### src/rtl/pool2d_stream.sv
// Streaming KxK, stride-K 2-D pooling engine with a one-row partial-result buffer.
// Define POOL_AVG_EN to add the mode port and the average-pooling path.
module pool2d_stream #(
  parameter int unsigned DW     = 16,
  parameter int unsigned IN_DIM = 6,
  parameter int unsigned K      = 2,
  parameter int unsigned AW     = 8
) (
  input  logic          clk_i,
  input  logic          rst_ni,
  input  logic          start_i,
`ifdef POOL_AVG_EN
  input  logic          mode_i,
`endif
  input  logic          in_valid_i,
  output logic          in_ready_o,
  input  logic [DW-1:0] in_data_i,
  output logic          out_valid_o,
  input  logic          out_ready_i,
  output logic [DW-1:0] out_data_o,
  output logic [AW-1:0] out_addr_o,
  output logic          busy_o,
  output logic          done_o
);

  localparam int unsigned LK  = $clog2(K);
  localparam int unsigned NWC = IN_DIM / K;
  localparam int unsigned CW  = $clog2(IN_DIM);
  localparam int unsigned WcW = (NWC > 1) ? $clog2(NWC) : 1;
`ifdef POOL_AVG_EN
  localparam int unsigned AccW = DW + 2 * LK;
`else
  localparam int unsigned AccW = DW;
`endif

  typedef enum logic [1:0] {StIdle, StRun, StDrain} state_e;
  state_e state_q, state_d;

  logic [CW-1:0]   col_q, col_d, row_q, row_d;
  logic [AccW-1:0] acc_q [NWC];
  logic [AccW-1:0] acc_d [NWC];
  logic            out_valid_q, out_valid_d;
  logic [DW-1:0]   out_data_q, out_data_d;
  logic [AW-1:0]   cnt_q, cnt_d;
  logic            done_q, done_d;
`ifdef POOL_AVG_EN
  logic            mode_q, mode_d;
`endif

  logic            accept, out_hs, start_ok, last_pix, win_first, win_last;
  logic [WcW-1:0]  wc;
  logic [AccW-1:0] cur, din, comb_val;
  logic [DW-1:0]   res;

  assign start_ok  = (state_q == StIdle) && start_i;
  assign accept    = in_valid_i && in_ready_o;
  assign out_hs    = out_valid_q && out_ready_i;
  assign last_pix  = (row_q == CW'(IN_DIM - 1)) && (col_q == CW'(IN_DIM - 1));
  assign win_first = (row_q[LK-1:0] == '0) && (col_q[LK-1:0] == '0);
  assign win_last  = (row_q[LK-1:0] == '1) && (col_q[LK-1:0] == '1);
  assign wc        = WcW'(col_q >> LK);

  // FSM: state register
  always_ff @(posedge clk_i or negedge rst_ni) begin
    if (!rst_ni) state_q <= StIdle;
    else         state_q <= state_d;
  end

  // FSM: next state
  always_comb begin
    state_d = state_q;
    unique case (state_q)
      StIdle:  if (start_i) state_d = StRun;
      StRun:   if (accept && last_pix) state_d = StDrain;
      StDrain: if (out_hs) state_d = StIdle;
      default: state_d = StIdle;
    endcase
  end

  // FSM: outputs
  always_comb begin
    busy_o     = (state_q != StIdle);
    in_ready_o = (state_q == StRun) && (!out_valid_q || out_ready_i);
  end

  always_comb begin
    acc_d       = acc_q;
    col_d       = col_q;
    row_d       = row_q;
    out_valid_d = out_valid_q && !out_ready_i;
    out_data_d  = out_data_q;
    cnt_d       = cnt_q;
    done_d      = 1'b0;
    cur         = acc_q[wc];
    din         = AccW'(in_data_i);
`ifdef POOL_AVG_EN
    mode_d      = mode_q;
    if (mode_q) begin
      comb_val = cur + din;
      res      = DW'(comb_val >> (2 * LK));
    end else begin
      comb_val = (din > cur) ? din : cur;
      res      = DW'(comb_val);
    end
`else
    comb_val    = (din > cur) ? din : cur;
    res         = DW'(comb_val);
`endif

    if (start_ok) begin
      col_d = '0;
      row_d = '0;
      cnt_d = '0;
`ifdef POOL_AVG_EN
      mode_d = mode_i;
`endif
    end

    if (accept) begin
      acc_d[wc] = win_first ? din : comb_val;
      if (col_q == CW'(IN_DIM - 1)) begin
        col_d = '0;
        row_d = (row_q == CW'(IN_DIM - 1)) ? '0 : row_q + CW'(1);
      end else begin
        col_d = col_q + CW'(1);
      end
      // A free or just-drained register is guaranteed whenever accept is high.
      if (win_last) begin
        out_valid_d = 1'b1;
        out_data_d  = res;
      end
    end

    if (out_hs) begin
      if (state_q == StDrain) begin
        cnt_d  = '0;
        done_d = 1'b1;
      end else begin
        cnt_d = cnt_q + AW'(1);
      end
    end
  end

  always_ff @(posedge clk_i or negedge rst_ni) begin
    if (!rst_ni) begin
      for (int i = 0; i < int'(NWC); i++) acc_q[i] <= '0;
      col_q       <= '0;
      row_q       <= '0;
      out_valid_q <= 1'b0;
      out_data_q  <= '0;
      cnt_q       <= '0;
      done_q      <= 1'b0;
`ifdef POOL_AVG_EN
      mode_q      <= 1'b0;
`endif
    end else begin
      acc_q       <= acc_d;
      col_q       <= col_d;
      row_q       <= row_d;
      out_valid_q <= out_valid_d;
      out_data_q  <= out_data_d;
      cnt_q       <= cnt_d;
      done_q      <= done_d;
`ifdef POOL_AVG_EN
      mode_q      <= mode_d;
`endif
    end
  end

  assign out_valid_o = out_valid_q;
  assign out_data_o  = out_data_q;
  assign out_addr_o  = cnt_q;
  assign done_o      = done_q;

endmodule

### config.mk
export PLATFORM = sky130hd
export DESIGN_NAME = pool2d_stream
export DESIGN_NICKNAME = d
export VERILOG_FILES = /design/src/rtl/pool2d_stream.sv
export SDC_FILE = /design/constraint.sdc
export NUM_CORES = 1
export LEC_CHECK = 0
export ABC_AREA = 1
export BUFFER_PORTS_ARGS = -buffer_cell sky130_fd_sc_hd__buf_2
export CAP_MARGIN = 20
export CORE_MARGIN = 1
export CORE_UTILIZATION = 40
export CTS_CLUSTER_DIAMETER = 60
export DETAILED_ROUTE_END_ITERATION = 8
export SLEW_MARGIN = 25
export SYNTH_ARGS = -nofsm -noshare
export SYNTH_HDL_FRONTEND = slang
export SYNTH_SLANG_ARGS = --single-unit
### constraint.sdc
create_clock -name clk_i -period 2.6 [get_ports clk_i]
set_input_delay 0.13 -clock clk_i [delete_from_list [all_inputs] [get_ports clk_i]]
set_output_delay 0.13 -clock clk_i [all_outputs]
set_load 0.01 [all_outputs]
# After elaboration in Yosys (flattened, before gate mapping)
# Index checks and enable logic that the tools add are counted.
word_totals:
  ff_bits: 82
  input_bits: 21
  elab_cells: 71
classes:
  n_addsub: 3
  order_cmp: 3
  n_eq_ne: 7
  n_mux: 26
  bitwise_logic: 3
  reduce_logical: 19
op_table:
  columns: ["operator", "n"]
  rows:
  - ["$mux 16", 5]
  - ["$bwmux 48", 1]
  - ["$bmux 16 s2", 1]
  - ["$demux 16 s2", 1]
  - ["$mux 8", 3]
  - ["$mux 3", 7]
  - ["$gt 16x16->1", 1]
  - ["$logic_and 1x1->1", 10]
  - ["$add 8x1->8 const B", 1]
  - ["$add 3x1->3 const B", 2]
  - ["$eq 3x3->1 const B", 2]
  - ["$mux 2", 3]
  - ["$ne 2x2->1 const B", 3]
  - ["$pmux 2 s3", 1]
  - ["$reduce_bool 2->1", 3]
  - ["$mux 1", 4]
  - ["$ge 3x3->1 const B", 1]
  - ["$lt 3x1->1 const B", 1]
  - ["$not 2->3", 1]
  - ["$reduce_and 3->1", 1]
  - ["$eq 2x1->1 const B", 1]
  - ["$eq 2x2->1 const B", 1]
  - ["$logic_not 1->1", 2]
  - ["$logic_not 2->1", 1]
  - ["other kinds (3)", 4]

# Depth between registers and ports, before layout
# Gate-level depths: netlist of run 1.
logic_depth:
  depth_word: 8
  ltp_mapped: 22
  mapped_depth_nobuf: 20

# Worst setup path before layout of run 1
# No wires, ideal clock.
synth_timing:
  kind: "reg2reg"
  from: "register col_q[1]"
  to: "register acc_q[0] in the netlist's numbering"
  setup_ps: 117
  arrival_ps: 2325
  path_slack_ps: 158
  path_stages_with_launch: 17
  cell_sequence: "dfrtp_1 > inv_2 > nor2_4 > buf_6 > a22oi_2 > and2_4 > ha_1 > nand2_2 > nor3_4 > nand2_2 > nand2_4 > nand2_8 > buf_12 > nand2_4 > nand3_2 > nand3_1 > nand2_1"
synth_via:
  elab_chain_len: 8
  elab_cells_between_ends: 13
  cone_classes: "order compare: 3; mux: 8; bitwise: 1; reduce/logical: 1"
synth_rtl:
  columns: ["element", "line_no", "rtl"]
  rows:
  - ["from (decl)", "39", "logic [CW-1:0] col_q, col_d, row_q, row_d;"]
  - ["from (signal assigned)", "158", "col_q <= col_d;"]
  - ["$not 2->3 (*)", "94, 120", null]
  - ["$bmux 16 s2", "94", "cur = acc_q[wc];"]
  - ["$mux 16 (implied by the code) (2 in a row)", "94", null]
  - ["$gt 16x16->1", "106", "comb_val = (din > cur) ? din : cur;"]
  - ["$mux 16", "106", null]
  - ["$mux 16", "120", "acc_d[wc] = win_first ? din : comb_val;"]
  - ["$bwmux 48 (*)", "120", null]
  - ["to (signal assigned)", "157", "acc_q <= acc_d;"]
  - ["to (decl)", "40", "logic [AccW-1:0] acc_q [NWC];"]
# Mark *: on every way between the ends. The rest lies on a longest branch, timed or not. The select of a mux whose other input is x is not followed.
# A chain may end at the register's enable or synchronous reset.

# Worst setup path in the final report of run 1
layout_timing:
  from: "register col_q[2]"
  to: "register acc_q[47] in the netlist's numbering"
# The elaborated chain is that of the path after synthesis.

==> results_dict.tcl, run 1 <==
set metrics [dict create \
    r2r_end "acc_q[47]$_DFFE_PN0P_" \
    ios 49 \
    grt_start_max_net_pins 49 \
    syn_nets 595 \
    synthSimpleGateAreaFrac_pct 36.6 \
    drc_errors 6 \
    synth.distinct_cells 40 \
    worst-setup-path-type "flip-flop to flip-flop" \
    cts_max_path_buffers 2 \
    crit_arrival_ps 2970 \
    wirelength_um 13200 \
    ys_warn_count 0 \
    drive_above_1_share_pct 44.8 \
    reg2reg_depth 15 \
    internal_power_uw 5160 \
    antennaDiodeCount 0 \
    initial_core_util_pct 41.3 \
    die_area_um2 12300 \
    ir_drop_mv 0.572 \
    slew-limit-headroom_pct 29.6 \
    die_x_um 111 \
    synth-edff-count 0 \
    ys.flop_type "dfrtp_1" \
    status "finished, violations left" \
    r2r_slack_ps -140 \
    synth-seq-cells 82 \
    yosysSeqAreaShare_pct 43.1 \
    synth_top_family_by_area "simple AND/OR/NAND/NOR gates" \
    drtIter0Drc 254 \
    startpoint_type "flip-flop" \
    cp.required_ps 2830 \
    cts-root-buf "clkbuf_16" \
    holdWs_ps 64.0 \
    core_um2 11500 \
    worst_slack_ps -143 \
    ant_nets 0 \
    syn_area_um2 4760 \
    clk_pin_slew_ps 60 \
    async_reset_ff_share_pct 100 \
    power.switching_uw 4260 \
    rsz0062_at_grt "true" \
    min_period_ps 2740 \
    synth_area_leaders "dfrtp_1 43%, nand2_1 12%, nand3_1 7.6%" \
    vias 4218 \
    synth_mux_area_share_pct 0 \
    yosysTopAreaCellShare_pct 43.1 \
    wl_per_cell_um 16.5 \
    numCtsBuffers 9 \
    p_seq_share_pct 23.1 \
    final-max-slew-violation-count 0 \
    post-place-ws_ps -95.5 \
    overflow 0 \
    htreeDepth 3 \
    sw_frac_of_total_pct 45.2 \
    final_cell_mix "139 x nand2_1, 82 x dfrtp_1, 47 x nand3_2, 47 x buf_2, 34 x buf_4" \
    cts_tree "built" \
    layout_commonest_cell "nand2_1" \
    p_comb_share_pct 63.4 \
    tns_ps -3570 \
    grt_pass1_vias 4028 \
    area_growth_pct 38.8 \
    grt_usage_pct 21.2 \
    grt_first_pass_wirelength_um 20500 \
    hold_path_class "input pin to flip-flop" \
    synthXorXnorAreaFrac_pct 0.368 \
    p_leak_uw 0.00316 \
    critPathLaunch "col_q[2]$_DFFE_PN0P_" \
    clkLatencyLatePin_ps 350 \
    fin_crit_sh_pct 106 \
    drv_cap 0 \
    fin_worst_skew_ps 9.45 \
    path_max_fanout 8 \
    detailed_place_hpwl_um 8550 \
    die_h_um 111 \
    avgSynthCellArea_um2 8.54 \
    synth_fa_ha_area_share_pct 4.47 \
    drt_pass1_iterations 6 \
    power.density_nw_per_um2 1430 \
    finalHoldViolations 0 \
    via_per_inst 5.27 \
    max_freq_ghz 0.364 \
    fin_nets 692 \
    port_buffers 48 \
    synth_compound_area_share_pct 9.26 \
    violations "DRC, setup timing" \
    cp-endpoint "acc_q[47]$_DFFE_PN0P_" \
    final_util_pct 57.4 \
    rows 39 \
    cts.sinks 82 \
    synth_cells 557 \
    clkPwrFrac_pct 13.5 \
    grt_antenna_before_repair 0 \
    yosysTopAreaCell "dfrtp_1" \
    setup_viol 61 \
    gp_congestion 0.834 \
    rr_startpoint "col_q[2]$_DFFE_PN0P_" \
    endpoint_kind "flip-flop" \
    tightest_slew_ps 1050 \
]
[flip-flops by register name, indices dropped and copies added (netlist names)]
| name | cells |
|---|---|
| out_addr_o | 8 |
| state_q | 2 |
| done_o | 1 |
| col_q | 3 |
| out_data_o | 16 |
| out_valid_o | 1 |
| acc_q | 48 |
| row_q | 3 |
[per-layer routing]
| layer | GRT usage [%] | vias up | wire length (um) | share of wire (%) |
|---|---|---|---|---|
| met5 | 0 | - | 0 | 0 |
| met4 | 6.58 | 0 | 174 | 1.3 |
| met3 | 4.92 | 12 | 781 | 5.9 |
| met2 | 32.9 | 119 | 6310 | 48 |
| met1 | 29.2 | 2047 | 5960 | 45 |
| li1 | - | 2040 | - | - |
[power groups by stage]
stage	registers (uW)	logic (uW)	clock network, uW
6_report	2170	5970	1270
3_5_place_dp	2180	4590	0
2_1_floorplan	2200	3080	0
4_1_cts	2160	5020	1310
5_1_grt	2240	6470	1360
3_3_place_gp	2170	4490	0
[layout make-up]
| type | count | area, um2 |
|---|---|---|
| Multi-Input combinational cell | 411 | 3080 |
| Clock inverter | 3 | 40.0 |
| Timing Repair Buffer | 103 | 828 |
| Clock buffer | 12 | 246 |
| Sequential cell | 82 | 2050 |
| Inverter | 47 | 181 |
| Tap cell | 143 | 179 |
| Fill cell | 962 | 4910 |
[worst max-delay path, cell delays in order (launching register included)]
cell     delay (ps)
dfrtp_1         420
inv_2            90
nor2_4          190
buf_12          150
nand2_2          40
and2_4          170
ha_4            280
nand4_1         190
nor3_4          250
nand2_2         130
nand2_8         140
nand2_8         110
nand2_2         110
nand3_2         140
nand3_2         160
nand2_1          60
[Yosys cell counts, types with 2 or more instances]
master,n
nor3_4,2
or2_2,16
a22oi_2,9
buf_4,3
inv_2,14
inv_1,33
nor3_1,2
ha_1,17
o21ai_0,14
and2_4,8
buf_6,2
dfrtp_1,82
nand3_1,72
clkbuf_1,3
nor2_1,28
o32ai_1,2
nor2_2,2
nand2_2,8
a31oi_1,16
o22ai_1,2
nor2_4,4
a21oi_1,7
nand2_1,147
and2_1,7
a22oi_1,7
nand2_4,14
nand3_2,15
nand4_1,2
buf_2,8
[what timing repair did]
| item | in CTS | in global routing |
|---|---|---|
| gates cloned | 2 | 1 |
| pin swaps | 13 | 46 |
| hold endpoints to repair | 47 | 0 |
| setup buffers | 3 | 2 |
| setup endpoints to repair | 63 | 64 |
| hold buffers | 1 | 0 |
| resized for setup | 36 | 86 |
[cells by family (layout without fill, tap and decap cells)]
group | count (synthesis) | after routing
AOI/OAI and AO/OA | 62 | 62
xor gates and xnor gates | 2 | 2
adders and majority gates | 17 | 17
buffers and inverters | 65 | 165
DFF | 82 | 82
and+or+nand+nor | 329 | 330
[metrics by stage]
stage | total power [uW] | std cells | cell area, um2
floorplan | 5280 | 557 | 4760
CTS | 8490 | 798 | 6060
global route | 10100 | 801 | 6610
finish | 9410 | 801 | 6610
detailed placement | 6760 | 777 | 5480
global placement | 6670 | 776 | 5460
[worst min path at each step]
stage / start / endpoint / slack [ps] / cells after the start
after floorplan: rst_ni / acc_q[0]$_DFFE_PN0P_ / -170 / 0
after global placement: rst_ni / out_data_o[9]$_DFFE_PN0P_ / 380 / 1
after detailed placement: rst_ni / out_data_o[10]$_DFFE_PN0P_ / 200 / 1
after CTS: out_ready_i / out_valid_o$_DFF_PN0_ / 50 / 3
after global routing: out_ready_i / out_valid_o$_DFF_PN0_ / 80 / 3
final: out_ready_i / out_valid_o$_DFF_PN0_ / 60 / 3
(Power assumes the default switching activity.)
==> run 2: changes to the inputs <==
CORE_UTILIZATION = 45   (was 40)
PLACE_DENSITY = 0.66   (was not set)
==> run 2 against run 1 <==
The run ends with setup timing left. Critical path type unchanged. Sequential share of layout area grew 2.2 points. Critical endpoint is now acc_q[28]$_DFFE_PN0P_. Clock power shrank 18%. Final area shrank 6.5%. Die area shrank 11%.
==> results_dict.tcl, run 2 (same netlist as run 1, synthesis figures left out) <==
set metrics [dict create \
    status "finished, violations left" \
    violations "setup timing" \
    ios 49 \
    tightest_slew_ps 751 \
    drtIter0Drc 319 \
    worst-setup-path-type "flip-flop to flip-flop" \
    grt_first_pass_wirelength_um 19900 \
    wl_per_cell_um 17.2 \
    rr_startpoint "col_q[1]$_DFFE_PN0P_" \
    cts_max_path_buffers 2 \
    initial_core_util_pct 46.3 \
    holdWs_ps 42.3 \
    finalHoldViolations 0 \
    power.switching_uw 4000 \
    grt_start_max_net_pins 83 \
    path_max_fanout 8 \
    slew-limit-headroom_pct 49.9 \
    cts.sinks 82 \
    grt_pass1_vias 4028 \
    dp.cells 740 \
    clk_pin_slew_ps 90 \
    clkPwrFrac_pct 12.0 \
    finalPower_uw 8630 \
    vias 4260 \
    worst_slack_ps -114 \
    clkLatencyLatePin_ps 360 \
    die_area_um2 11000 \
    fin_worst_skew_ps 12.8 \
    port_buffers 48 \
    placed_area_um2 5240 \
    cts_tree "built" \
    antennaDiodeCount 0 \
    critPathLaunch "col_q[1]$_DFFE_PN0P_" \
    p_leak_uw 0.00300 \
    rows 37 \
    rsz0062_at_grt "true" \
    overflow 0 \
    drt_pass1_iterations 5 \
    p_comb_share_pct 62.5 \
    numCtsBuffers 9 \
    internal_power_uw 4630 \
    min_path_cells 3 \
    cp.required_ps 2860 \
    endpoint_kind "flip-flop" \
    min_period_ps 2710 \
    drc_errors 0 \
    instances_no_fill 771 \
    final_cell_mix "139 x nand2_1, 81 x dfrtp_1, 47 x buf_2" \
    max_freq_ghz 0.368 \
    crit_arrival_ps 2970 \
    startpoint_type "flip-flop" \
    grt_usage_pct 23.2 \
    die_x_um 105 \
    largest_reg_flops 48 \
    die_h_um 105 \
    layout_commonest_cell "nand2_1" \
    via_per_inst 5.53 \
    drive_above_1_share_pct 40.2 \
    core_um2 10300 \
    reg2reg_depth 15 \
    sw_frac_of_total_pct 46.3 \
    holdCritStartpoint "out_ready_i" \
    area_growth_pct 29.8 \
    power.density_nw_per_um2 1400 \
    htreeDepth 3 \
    hold_path_class "input pin to flip-flop" \
    grt_antenna_before_repair 0 \
    cts-root-buf "clkbuf_8" \
    detailed_place_hpwl_um 8340 \
    setup_viol 50 \
    gp_congestion 0.854 \
    ir_drop_mv 0.598 \
    fin_crit_sh_pct 104 \
    fin_area_um2 6170 \
    largest_register "acc_q" \
    fin_nets 668 \
    ant_nets 0 \
    final-max-slew-violation-count 0 \
    p_seq_share_pct 25.5 \
    drv_cap 0 \
    wirelength_um 13200 \
]
==> run 2: changes by cell type in the layout (fill, tap and decap cells not counted), moves of 3 or more <==
cell	before	now
buf_6	12	7
nand3_4	20	9
nand2_4	14	18
a31oi_1	13	16
buf_4	34	13
ha_1	6	2
nand3_1	21	43
clkbuf_16	10	4
a31oi_4	3	0
clkbuf_8	1	13
nand3_2	47	36
ha_4	11	15
==> run 2: critical path, stage by stage (launching register included) <==
cell	delay, ps
dfrtp_1	410
buf_6	130
nor2_4	190
clkbuf_16	210
nand2_2	50
and2_4	170
ha_4	260
nand4_1	130
nor3_4	220
nand2_2	100
nand2_4	160
nand2_4	170
nand2_4	100
nand3_2	130
nand3_1	130
nand2_1	60
==> run 2: cell type report <==
| class | instances | area, um2 |
|---|---|---|
| inverters | 47 | 179 |
| well taps | 136 | 170 |
| multi-input cells | 411 | 2880 |
| clock inverters | 3 | 45.0 |
| fillers | 861 | 4100 |
| repair buffers | 79 | 669 |
| clock buffers | 13 | 179 |
| flip-flops and latches | 82 | 2050 |
==> run 2: routing by layer <==
layer,vias up,global-route usage (%),wire length [um]
met5,-,0,0
met4,0,9.05,286
met3,24,3.62,898
met2,171,37.5,6350
met1,2064,31.2,5700
li1,2001,-,-
==> run 2: timing repair <==
| item | in CTS | in global routing |
|---|---|---|
| pin swaps | 8 | 27 |
| hold endpoints to repair | 25 | 0 |
| gates cloned | 2 | 4 |
| hold buffers | 1 | 0 |
| buffers inserted | 3 | 5 |
| resized for setup | 3 | 81 |
| endpoints found under the setup margin | 16 | 64 |
==> run 2: worst paths after layout <==
path / to / slack [ps]
worst max-delay path: acc_q[28]$_DFFE_PN0P_ / -110
worst min-delay path: out_valid_o$_DFF_PN0_ / 40
worst max register to register: acc_q[28]$_DFFE_PN0P_ / -110
worst min register to register: acc_q[6]$_DFFE_PN0P_ / 480
max in group asynchronous: col_q[2]$_DFFE_PN0P_ / 1670
min in group asynchronous: out_data_o[10]$_DFFE_PN0P_ / 380
==> run 2: stage by stage <==
stage / utilization (%) / setup slack, ps / TNS [ps]
floorplan: - / 158 / 0
global placement: 51.0 / 16.1 / 0
detailed placement: 51.0 / -18.5 / -38.5
CTS: 54.1 / 6.81 / 0
global route: 60.1 / -231 / -9620
finish: 60.1 / -114 / -2970
==> run 2: power groups by stage <==
stage	clock [uW]	combinational [uW]	sequential [uW]
finish	1040	5390	2200
global route	1100	5830	2250
CTS	1060	4380	2180
detailed placement	0	4220	2210
global placement	0	4120	2200
floorplan	0	3080	2200
==> run 3: changes to the inputs <==
ABC_CLOCK_PERIOD_IN_PS = 2600   (was not set)
PLACE_DENSITY = 0.74   (was 0.66)
==> run 3 against run 2 <==
The flow still finishes with violations (setup timing). Clock-buffer cell count down 4. Setup slack worse by 68 ps. Sequential share of layout area down 1.1 points. Flip-flop and latch count unchanged. Die area unchanged. Register-to-register slack worse by 70 ps. Routed wire length up 2.1%. First-iteration DRC count down 3.8%. Critical path depth up 2.
==> results_dict.tcl, run 3 (same netlist as run 1, synthesis figures left out) <==
set metrics [dict create \
    rsz0062_at_grt "true" \
    wirelength_um 13500 \
    slowest_delay_ps 430 \
    largest_register "acc_q" \
    fin_worst_skew_ps 18.7 \
    grt_pass1_vias 4143 \
    power.density_nw_per_um2 1400 \
    rows 37 \
    worstPathCellList "inv_2 -> nor2_4 -> buf_12 -> buf_8 -> nand2_1 -> and2_4 -> ha_1 -> a21o_1 -> nor2_1 -> nand2_1 -> nand2_2 -> nand2_8 -> buf_6 -> nand3_2 -> nand3_2 -> nand3_2 -> nand2_1" \
    area_growth_pct 33.9 \
    drv_cap 0 \
    fin_crit_sh_pct 107 \
    post-place-ws_ps -68.5 \
    slew-limit-headroom_pct 47.8 \
    hold_path_class "input pin to flip-flop" \
    final-max-slew-violation-count 0 \
    finalHoldViolations 0 \
    drtIter0Drc 307 \
    drive_above_1_share_pct 44.7 \
    setup_viol 59 \
    status "finished, violations left" \
    clk_pin_slew_ps 70 \
    fin_nets 670 \
    ir_drop_mv 0.694 \
    largest_reg_flops 48 \
    grt_first_pass_wirelength_um 20300 \
    startpoint_type "flip-flop" \
    drc_errors 0 \
    final-seq-area_um2 2050 \
    cts-root-buf "clkbuf_8" \
    crit_arrival_ps 3020 \
    holdWs_ps 62.6 \
    port_buffers 48 \
    path_max_fanout 5 \
    multi_input_area_um2 3130 \
    gp_congestion 0.873 \
    clkLatencyLatePin_ps 360 \
    grt_start_max_net_pins 83 \
    min_period_ps 2780 \
    max_freq_ghz 0.359 \
    cts.sinks 82 \
    fillCellCount 814 \
    placed_area_um2 5220 \
    cts_tree "built" \
    overflow 0 \
    numCtsBuffers 9 \
    worst-setup-path-type "flip-flop to flip-flop" \
    die_area_um2 11000 \
    wl_per_cell_um 17.5 \
    die_h_um 105 \
    worst_slack_ps -182 \
    tightest_slew_ps 783 \
    cpMaxStageDelayCell "dfrtp_1" \
    grt_antenna_before_repair 0 \
    vias 4361 \
    antennaDiodeCount 0 \
    finalPower_uw 8950 \
    layout_commonest_cell "nand2_1" \
    grt_usage_pct 23.5 \
    fin_area_um2 6370 \
    p_leak_uw 0.00304 \
    detailed_place_hpwl_um 8160 \
    cp.required_ps 2840 \
    core_um2 10300 \
    cts_max_path_buffers 2 \
    via_per_inst 5.65 \
    ant_nets 0 \
    ios 49 \
    initial_core_util_pct 46.3 \
    die_x_um 105 \
    final_cell_mix "138 x nand2_1, 82 x dfrtp_1, 54 x nand3_2" \
    tns_ps -6910 \
    endpoint_kind "flip-flop" \
    htreeDepth 3 \
    drt_pass1_iterations 5 \
    violations "setup timing" \
]
[run 3: changes by cell type in the layout (fill, tap and decap cells not counted), moves of 5 or more]
cell	previous run	this run
buf_4	13	18
nand3_2	36	54
nand3_4	9	25
ha_4	15	6
a31oi_1	16	11
ha_1	2	11
nand3_1	43	9
[run 3: worst max-delay path, delay by kind of cell, from the launching register on]
family / cells / cell delay [ps]
flip-flops: 1 / 430
AND/OR/NAND/NOR: 11 / 1220
buffers and inverters: 4 / 510
AO/OA/AOI/OAI: 1 / 190
adder cells (fa/ha/maj): 1 / 310
[run 3: power by group]
part	leakage [uW]	internal [uW]	switching, uW
logic	0.00190	2290	3470
registers	0.00103	1830	367
clock network	0.000105	531	473
[run 3: repair_timing]
action	in CTS	in global routing
endpoints found under the hold margin	19	0
gates resized for setup	44	95
hold buffers	1	0
cloned	2	1
setup endpoints to repair	31	64
setup buffers	8	5
pin swaps	12	50
[run 3: layout make-up]
| cell class | count | share of cell area [%] |
|---|---|---|
| Clock buffer | 9 | 1.94 |
| Timing Repair Buffer | 81 | 9.84 |
| Inverter | 47 | 2.89 |
| Clock inverter | 6 | 1.30 |
| Multi-Input combinational cell | 411 | 49.2 |
| Sequential cell | 82 | 32.2 |
| Tap cell | 136 | 2.67 |
[run 3: per-layer routing]
layer | vias to the layer above | track usage [%] | share of wire (%)
li1 | 2002 | - | -
met1 | 2159 | 30.8 | 42
met2 | 165 | 38.9 | 50
met3 | 35 | 3.68 | 5.0
met4 | 0 | 9.56 | 2.7
met5 | - | 0 | 0
[run 3: worst paths after layout]
kind | start | end | slack, ps | cells after the start
worst max-delay path | col_q[2]$_DFFE_PN0P_ | acc_q[43]$_DFFE_PN0P_ | -180 | 17
worst min-delay path | out_ready_i | out_valid_o$_DFF_PN0_ | 60 | 3
worst max register to register | col_q[2]$_DFFE_PN0P_ | acc_q[43]$_DFFE_PN0P_ | -180 | 17
worst min register to register | acc_q[39]$_DFFE_PN0P_ | acc_q[39]$_DFFE_PN0P_ | 480 | 2
max in group asynchronous | rst_ni | state_q[0]$_DFFE_PN0P_ | 1660 | 2
min in group asynchronous | rst_ni | out_data_o[11]$_DFFE_PN0P_ | 350 | 2
[run 3: through the flow]
step	instances	util, %
5_1_grt	772	62.0
2_1_floorplan	557	-
3_5_place_dp	740	50.8
4_1_cts	766	55.9
3_3_place_gp	740	50.8
6_report	772	62.0
